[src/rtl/serial_magnitude_comparator_pkg.sv]
// Shared definitions for the serial magnitude comparator.
// Holds the control FSM state encodings, the cascade seed values used when a
// compare starts (kept here so any parallel tree built from the same slice
// uses identical seeds), and a helper that derives "less than" from the
// (eq, gt) cascade pair.
package serial_magnitude_comparator_pkg;

  typedef enum logic [1:0] {
    IDLE = 2'd0,
    RUN  = 2'd1,
    DONE = 2'd2
  } state_t;

  // Cascade seeds: "equal so far, not greater" lets the MSB slice decide.
  localparam logic EQ_SEED = 1'b1;
  localparam logic GT_SEED = 1'b0;

  // Less-than is the remaining outcome once neither equal nor greater.
  function automatic logic lt_of(input logic eq_v, input logic gt_v);
    return ~eq_v & ~gt_v;
  endfunction

endpackage

[src/rtl/serial_magnitude_comparator_two_bit_comparator.sv]
// Two-bit cascadable magnitude comparator slice.
// Ports:
//   a, b     : 2-bit operand digits for this slice
//   eq_in    : higher-order digits compared equal so far
//   gt_in    : higher-order digits already found a > b
//   eq_out   : result equal after including this slice
//   gt_out   : result greater after including this slice
// When the higher-order digits already resolved the order, that decision is
// passed through unchanged; otherwise this slice decides.
module two_bit_comparator (
  input  logic [1:0] a,
  input  logic [1:0] b,
  input  logic       eq_in,
  input  logic       gt_in,
  output logic       eq_out,
  output logic       gt_out
);

  // Slice decision with cascade pass-through
  always_comb begin
    eq_out = eq_in;
    gt_out = gt_in;
    if (eq_in) begin
      eq_out = (a == b);
      gt_out = (a > b);
    end else begin
      eq_out = eq_in;
      gt_out = gt_in;
    end
  end

endmodule

[src/rtl/serial_magnitude_comparator.sv]
// Serial magnitude comparator: walks two WIDTH-bit operands MSB-first, two
// bits per cycle, through a single cascade slice, stopping as soon as the
// order is known.
// Ports:
//   clock      : rising-edge clock
//   reset      : synchronous active-low reset
//   start      : request, taken only while idle (busy = 0)
//   is_signed  : 1 = two's-complement compare, 0 = unsigned (captured)
//   A, B       : operands (captured on an accepted start)
//   busy       : high while running or presenting the result
//   done       : one-cycle pulse, results valid
//   eq, gt, lt : compare result, held until the next accepted start
module serial_magnitude_comparator
  import serial_magnitude_comparator_pkg::*;
#(
  parameter int WIDTH = 32
) (
  input  logic             clock,
  input  logic             reset,
  input  logic             start,
  input  logic             is_signed,
  input  logic [WIDTH-1:0] A,
  input  logic [WIDTH-1:0] B,
  output logic             busy,
  output logic             done,
  output logic             eq,
  output logic             gt,
  output logic             lt
);

  localparam int N  = WIDTH / 2;
  localparam int CW = $clog2(N) + 1;

  state_t           state_r;
  logic [WIDTH-1:0] sha_r;
  logic [WIDTH-1:0] shb_r;
  logic [CW-1:0]    cnt_r;
  logic             eq_r;
  logic             gt_r;
  logic             lt_r;
  logic             busy_r;
  logic             done_r;
  logic             slice_eq_s;
  logic             slice_gt_s;
  logic [WIDTH-1:0] sign_flip_s;

  // Flipping the sign bit of both operands maps two's complement onto
  // offset binary, so one unsigned slice serves both compare modes.
  assign sign_flip_s = {is_signed, {(WIDTH-1){1'b0}}};

  two_bit_comparator u_slice (
    .a      (sha_r[WIDTH-1:WIDTH-2]),
    .b      (shb_r[WIDTH-1:WIDTH-2]),
    .eq_in  (eq_r),
    .gt_in  (gt_r),
    .eq_out (slice_eq_s),
    .gt_out (slice_gt_s)
  );

  // Control FSM, shift registers, step counter and registered results
  always_ff @(posedge clock) begin
    if (!reset) begin
      state_r <= IDLE;
      sha_r   <= '0;
      shb_r   <= '0;
      cnt_r   <= '0;
      eq_r    <= 1'b0;
      gt_r    <= 1'b0;
      lt_r    <= 1'b0;
      busy_r  <= 1'b0;
      done_r  <= 1'b0;
    end else begin
      case (state_r)
        IDLE: begin
          done_r <= 1'b0;
          if (start) begin
            sha_r   <= A ^ sign_flip_s;
            shb_r   <= B ^ sign_flip_s;
            cnt_r   <= CW'(N);
            eq_r    <= EQ_SEED;
            gt_r    <= GT_SEED;
            lt_r    <= lt_of(EQ_SEED, GT_SEED);
            busy_r  <= 1'b1;
            state_r <= RUN;
          end else begin
            busy_r  <= 1'b0;
            state_r <= IDLE;
          end
        end
        RUN: begin
          eq_r  <= slice_eq_s;
          gt_r  <= slice_gt_s;
          lt_r  <= lt_of(slice_eq_s, slice_gt_s);
          sha_r <= sha_r << 2;
          shb_r <= shb_r << 2;
          cnt_r <= cnt_r - CW'(1);
          // Stop once the order is known or the last slice was consumed.
          if (!slice_eq_s || (cnt_r == CW'(1))) begin
            done_r  <= 1'b1;
            state_r <= DONE;
          end else begin
            done_r  <= 1'b0;
            state_r <= RUN;
          end
        end
        DONE: begin
          done_r  <= 1'b0;
          busy_r  <= 1'b0;
          state_r <= IDLE;
        end
        default: begin
          done_r  <= 1'b0;
          busy_r  <= 1'b0;
          state_r <= IDLE;
        end
      endcase
    end
  end

  assign busy = busy_r;
  assign done = done_r;
  assign eq   = eq_r;
  assign gt   = gt_r;
  assign lt   = lt_r;

endmodule
[config.mk]
export PLATFORM = sky130hd
export DESIGN_NAME = serial_magnitude_comparator
export DESIGN_NICKNAME = d
export VERILOG_FILES = /design/src/rtl/serial_magnitude_comparator_pkg.sv /design/src/rtl/serial_magnitude_comparator_two_bit_comparator.sv /design/src/rtl/serial_magnitude_comparator.sv
export SDC_FILE = /design/constraint.sdc
export NUM_CORES = 1
export LEC_CHECK = 0
export BUFFER_PORTS_ARGS = -buffer_cell sky130_fd_sc_hd__buf_2
export CAP_MARGIN = 40
export CORE_ASPECT_RATIO = 1.2
export CORE_UTILIZATION = 58
export CTS_BUF_LIST = sky130_fd_sc_hd__clkbuf_8 sky130_fd_sc_hd__clkbuf_16
export DETAILED_ROUTE_END_ITERATION = 10
export MAX_ROUTING_LAYER = met4
export PLACE_DENSITY = 0.91
export SLEW_MARGIN = 20
export SYNTH_ARGS = -nofsm -noshare
export SYNTH_HDL_FRONTEND = slang
export SYNTH_SLANG_ARGS = --single-unit
[constraint.sdc]
create_clock -name clock -period 2.8 [get_ports clock]
set_input_delay 0.14 -clock clock [delete_from_list [all_inputs] [get_ports clock]]
set_output_delay 0.14 -clock clock [all_outputs]
set_load 0.02 [all_outputs]
==> out/metrics.yaml <==
fp.dieArea_um2: 6310
ctsRootBufferMaster: "sky130_fd_sc_hd__clkbuf_8"
detail_route.iter0.violations: 196
cp-end-kind: "flip-flop"
setup-tns-final_ns: 0
crit_end: "shb_r[12]"
hpwl_mm: 5.41
critical_path.cell_chain: "buf_4, and4bb_4, a22oi_1, o21ai_0"
critical_path.max_stage_delay_ns: 0.62
async_flop_share_pct: 0
drcViolationCount: 0
finClkSkew_ns: 0.00439
p_per_area_nw_per_um2: 637
unrepaired_setup_endpoints_after_global_routing: "false"
io_pins: 73
synthMuxAreaShare_pct: 6.63
ff2ff_path_depth: 4
cts.reportedPaths.clkPinSlew_ns: 0.07
final_common_cell: "sky130_fd_sc_hd__dfxtp_1"
synth_area_per_cell_um2: 10.0
area_of_the_multi_input_gates_um2: 1700
tritoncts.num_buffers: 9
hp-class: "primary input to flip-flop"
cts_num_sinks: 76
switching_share_pct: 27.1
start_kind: "flip-flop"
path_max_fanout: 45
syn-cell-area_um2: 3470
synth_xor_xnor_area_share_pct: 0.504
die_w_um: 72.7
drtAntennaViolNets: 0
top_family_by_delay_on_critical_path: "flip-flops"
run_status: "finished clean"
final_hold_viol_count: 0
post-cts-setup-buffer-count: 0
crit_cells: 4
setup.reg_to_reg.worst_slack_ns: 0.96
final_layout_size_suffix_gt1_share_pct: 30.2
buffer_ports.inserted: 72
initial_core_util_pct: 60.9
fraction_of_the_mapped_netlist_area_in_compound_gates_pct: 27.5
p_leak_uw: 0.00180
maxSlewHeadroom_pct: 53.0
post_layout_min_period_ns: 1.84
synth_edf_count: 0
row_count: 30
clk_network_pwr_share_pct: 32.4
wl_met2_mm: 3.77
critical_path_data_arrival_time_ns: 2.06
viasPerCell: 5.76
overall_power_uw: 2540
synthFlopType: "sky130_fd_sc_hd__dfxtp_1"
grt_antenna_before_repair: 0
rr_endpoint: "shb_r[12]"
power.switching_uw: 687
detailedRoute.firstPassIterationCount: 5
worst-path-buf-inv: 1
routabilityCongestion: 0.878
post_synthesis_share_of_cell_area_spent_on_and_or_nand_and_nor_gates_pct: 12.8
routed_wl_met3_um: 461
globalRouteTotalUtil_pct: 27.2
seq_area_um2: 1520
p_int_uw: 1850
yosys_register_bits: 76
num-fill-cells: 465
cp_slowest_cell: "sky130_fd_sc_hd__dfxtp_1"
final_min_period_over_clock_period_pct: 65.8
report.final.setup_viol: 0
via_count: 2829
synthToLayoutAreaGrowth_pct: 14.7
dominant_combinational_cell_family_by_area_after_synthesis: "compound AO/OA/AOI/OAI gates"
route.top_layer_used: "met4"
clock_latency_ns: 0.34
antenna_cells: 0
cts_tree: "done"
synth_seq_area_share_pct: 43.8
routed_wire_length_mm: 7.91
post_synth_net_total: 419
cts_resized: 0
wirelength_met1_mm: 3.56
cp_startpoint: "state_r[0]"
clock_path_buffers: 2
max-vdd-ir-drop_mv: 0.389
most-common-layout-cells: "76 x sky130_fd_sc_hd__dfxtp_1, 72 x sky130_fd_sc_hd__buf_2, 26 x sky130_fd_sc_hd__nor2_1, 25 x sky130_fd_sc_hd__nor2b_1, 23 x sky130_fd_sc_hd__mux2i_1"
yosys_warnings: 0
drv_cap: 0
slew_violations: 0
first_global_vias: 2715
worstPathRequired_ns: 3.02
netlist-cell-type-count: 43
critical_path.reg2reg.startpoint: "state_r[0]"
floorplan.core_area_um2: 5710
avgRoutedWirePerCell_um: 16.1
max_freq_mhz: 543
tightestPinTransition_ns: 0.705
num-nets-final: 478
largest_net_degree_at_the_start_of_global_routing: 46
grt_first_pass_wirelength_mm: 12.8
h-tree-depth: 3
adder_cell_share_of_the_synthesized_area_pct: 1.44
synth_cells: 347
grt_remaining_overflow: 0
die_height_um: 86.8
seqPwrFrac_pct: 50.0
timing_worst_setup_path_type: "flip-flop to flip-flop"
fraction_of_the_core_area_covered_by_cells_at_the_end_of_the_flow_pct: 69.8
combPwrFrac_pct: 17.6
==> power groups by stage <==
| stage | sequential (µW) | combinational, µW | clock (µW) |
|---|---|---|---|
| 2_1_floorplan | 1270 | 347 | 0 |
| 5_1_grt | 1280 | 490 | 877 |
| 3_5_place_dp | 1290 | 441 | 0 |
| 6_report | 1270 | 447 | 821 |
| 4_1_cts | 1270 | 446 | 828 |
| 3_3_place_gp | 1290 | 419 | 0 |
==> layout make-up <==
class,instances,area share [%]
sequential,76,38.2
multi-input combinational,228,42.6
inverter,12,1.13
timing repair buffer,79,10.6
clock buffer,11,3.80
tap,80,2.51
clock inverter,5,1.13
==> layer usage <==
metal  up-vias  global-route usage, %
li1       1389                      -
met1      1332                   34.8
met2       100                   42.1
met3         8                   6.98
met4         0                   8.91
met5         -                      -
==> cell usage after synthesis (6+ instances only) <==
cell,count,area (µm²)
sky130_fd_sc_hd__nor2b_1,25,156
sky130_fd_sc_hd__a32oi_1,8,70.1
sky130_fd_sc_hd__inv_1,12,45.0
sky130_fd_sc_hd__dfxtp_1,76,1520
sky130_fd_sc_hd__a22o_1,6,52.6
sky130_fd_sc_hd__o2bb2ai_2,10,150
sky130_fd_sc_hd__mux2i_1,23,230
sky130_fd_sc_hd__buf_2,15,75.1
sky130_fd_sc_hd__nand2_1,18,67.6
sky130_fd_sc_hd__o2bb2ai_1,12,105
sky130_fd_sc_hd__buf_6,9,101
sky130_fd_sc_hd__o21ai_0,14,70.1
sky130_fd_sc_hd__nor2_1,26,97.6
sky130_fd_sc_hd__a21oi_1,22,110
sky130_fd_sc_hd__o221a_2,20,225
sky130_fd_sc_hd__a22oi_1,8,60.1
sky130_fd_sc_hd__nand3_1,6,30.0
==> registers in the layout (all words and copies together) (netlist names), 2 cells and up <==
signal	cells
shb_r	32
cnt_r	5
sha_r	32
state_r	2
==> how the worst min path moves through the flow <==
stage / from / endpoint / slack (ns) / cells after the start
final: A[30] / sha_r[30] / 0.01 / 3
after CTS: B[3] / shb_r[3] / 0.005 / 3
after floorplan: A[23] / sha_r[23] / 0.26 / 2
after global placement: A[30] / sha_r[30] / 0.36 / 3
after detailed placement: B[9] / shb_r[9] / 0.35 / 3
after global routing: A[1] / sha_r[1] / 0.0005 / 2
==> cells by family (layout without fill, tap and decap cells) <==
family          Yosys count  after routing
xor+xnor                  2              2
fa+ha+maj                 4              4
buf+inv                  43            107
flops                    76             76
mux                      23             23
simple gates             87             87
compound gates          112            112
==> worst min-delay path, cell delays in order <==
cell                      delay, ns
sky130_fd_sc_hd__buf_2         0.07
sky130_fd_sc_hd__a22oi_1       0.05
sky130_fd_sc_hd__o21ai_0       0.06
==> metrics by stage <==
stage,area [µm²],worst slack (ns),instances,hold WS (ns)
6_report,3980,0.958,491,0.0145
5_1_grt,3980,0.819,491,0.000550
4_1_cts,3980,0.965,491,0.00520
3_5_place_dp,3780,0.984,474,0.353
3_3_place_gp,3760,1.07,473,0.362
2_1_floorplan,3470,1.56,347,0.257
==> timing repair <==
item,CTS,global route
hold endpoints to repair,1,0
setup endpoints to repair,0,0
hold buffers,1,0
No activity file was read; power rests on OpenSTA's default activity.
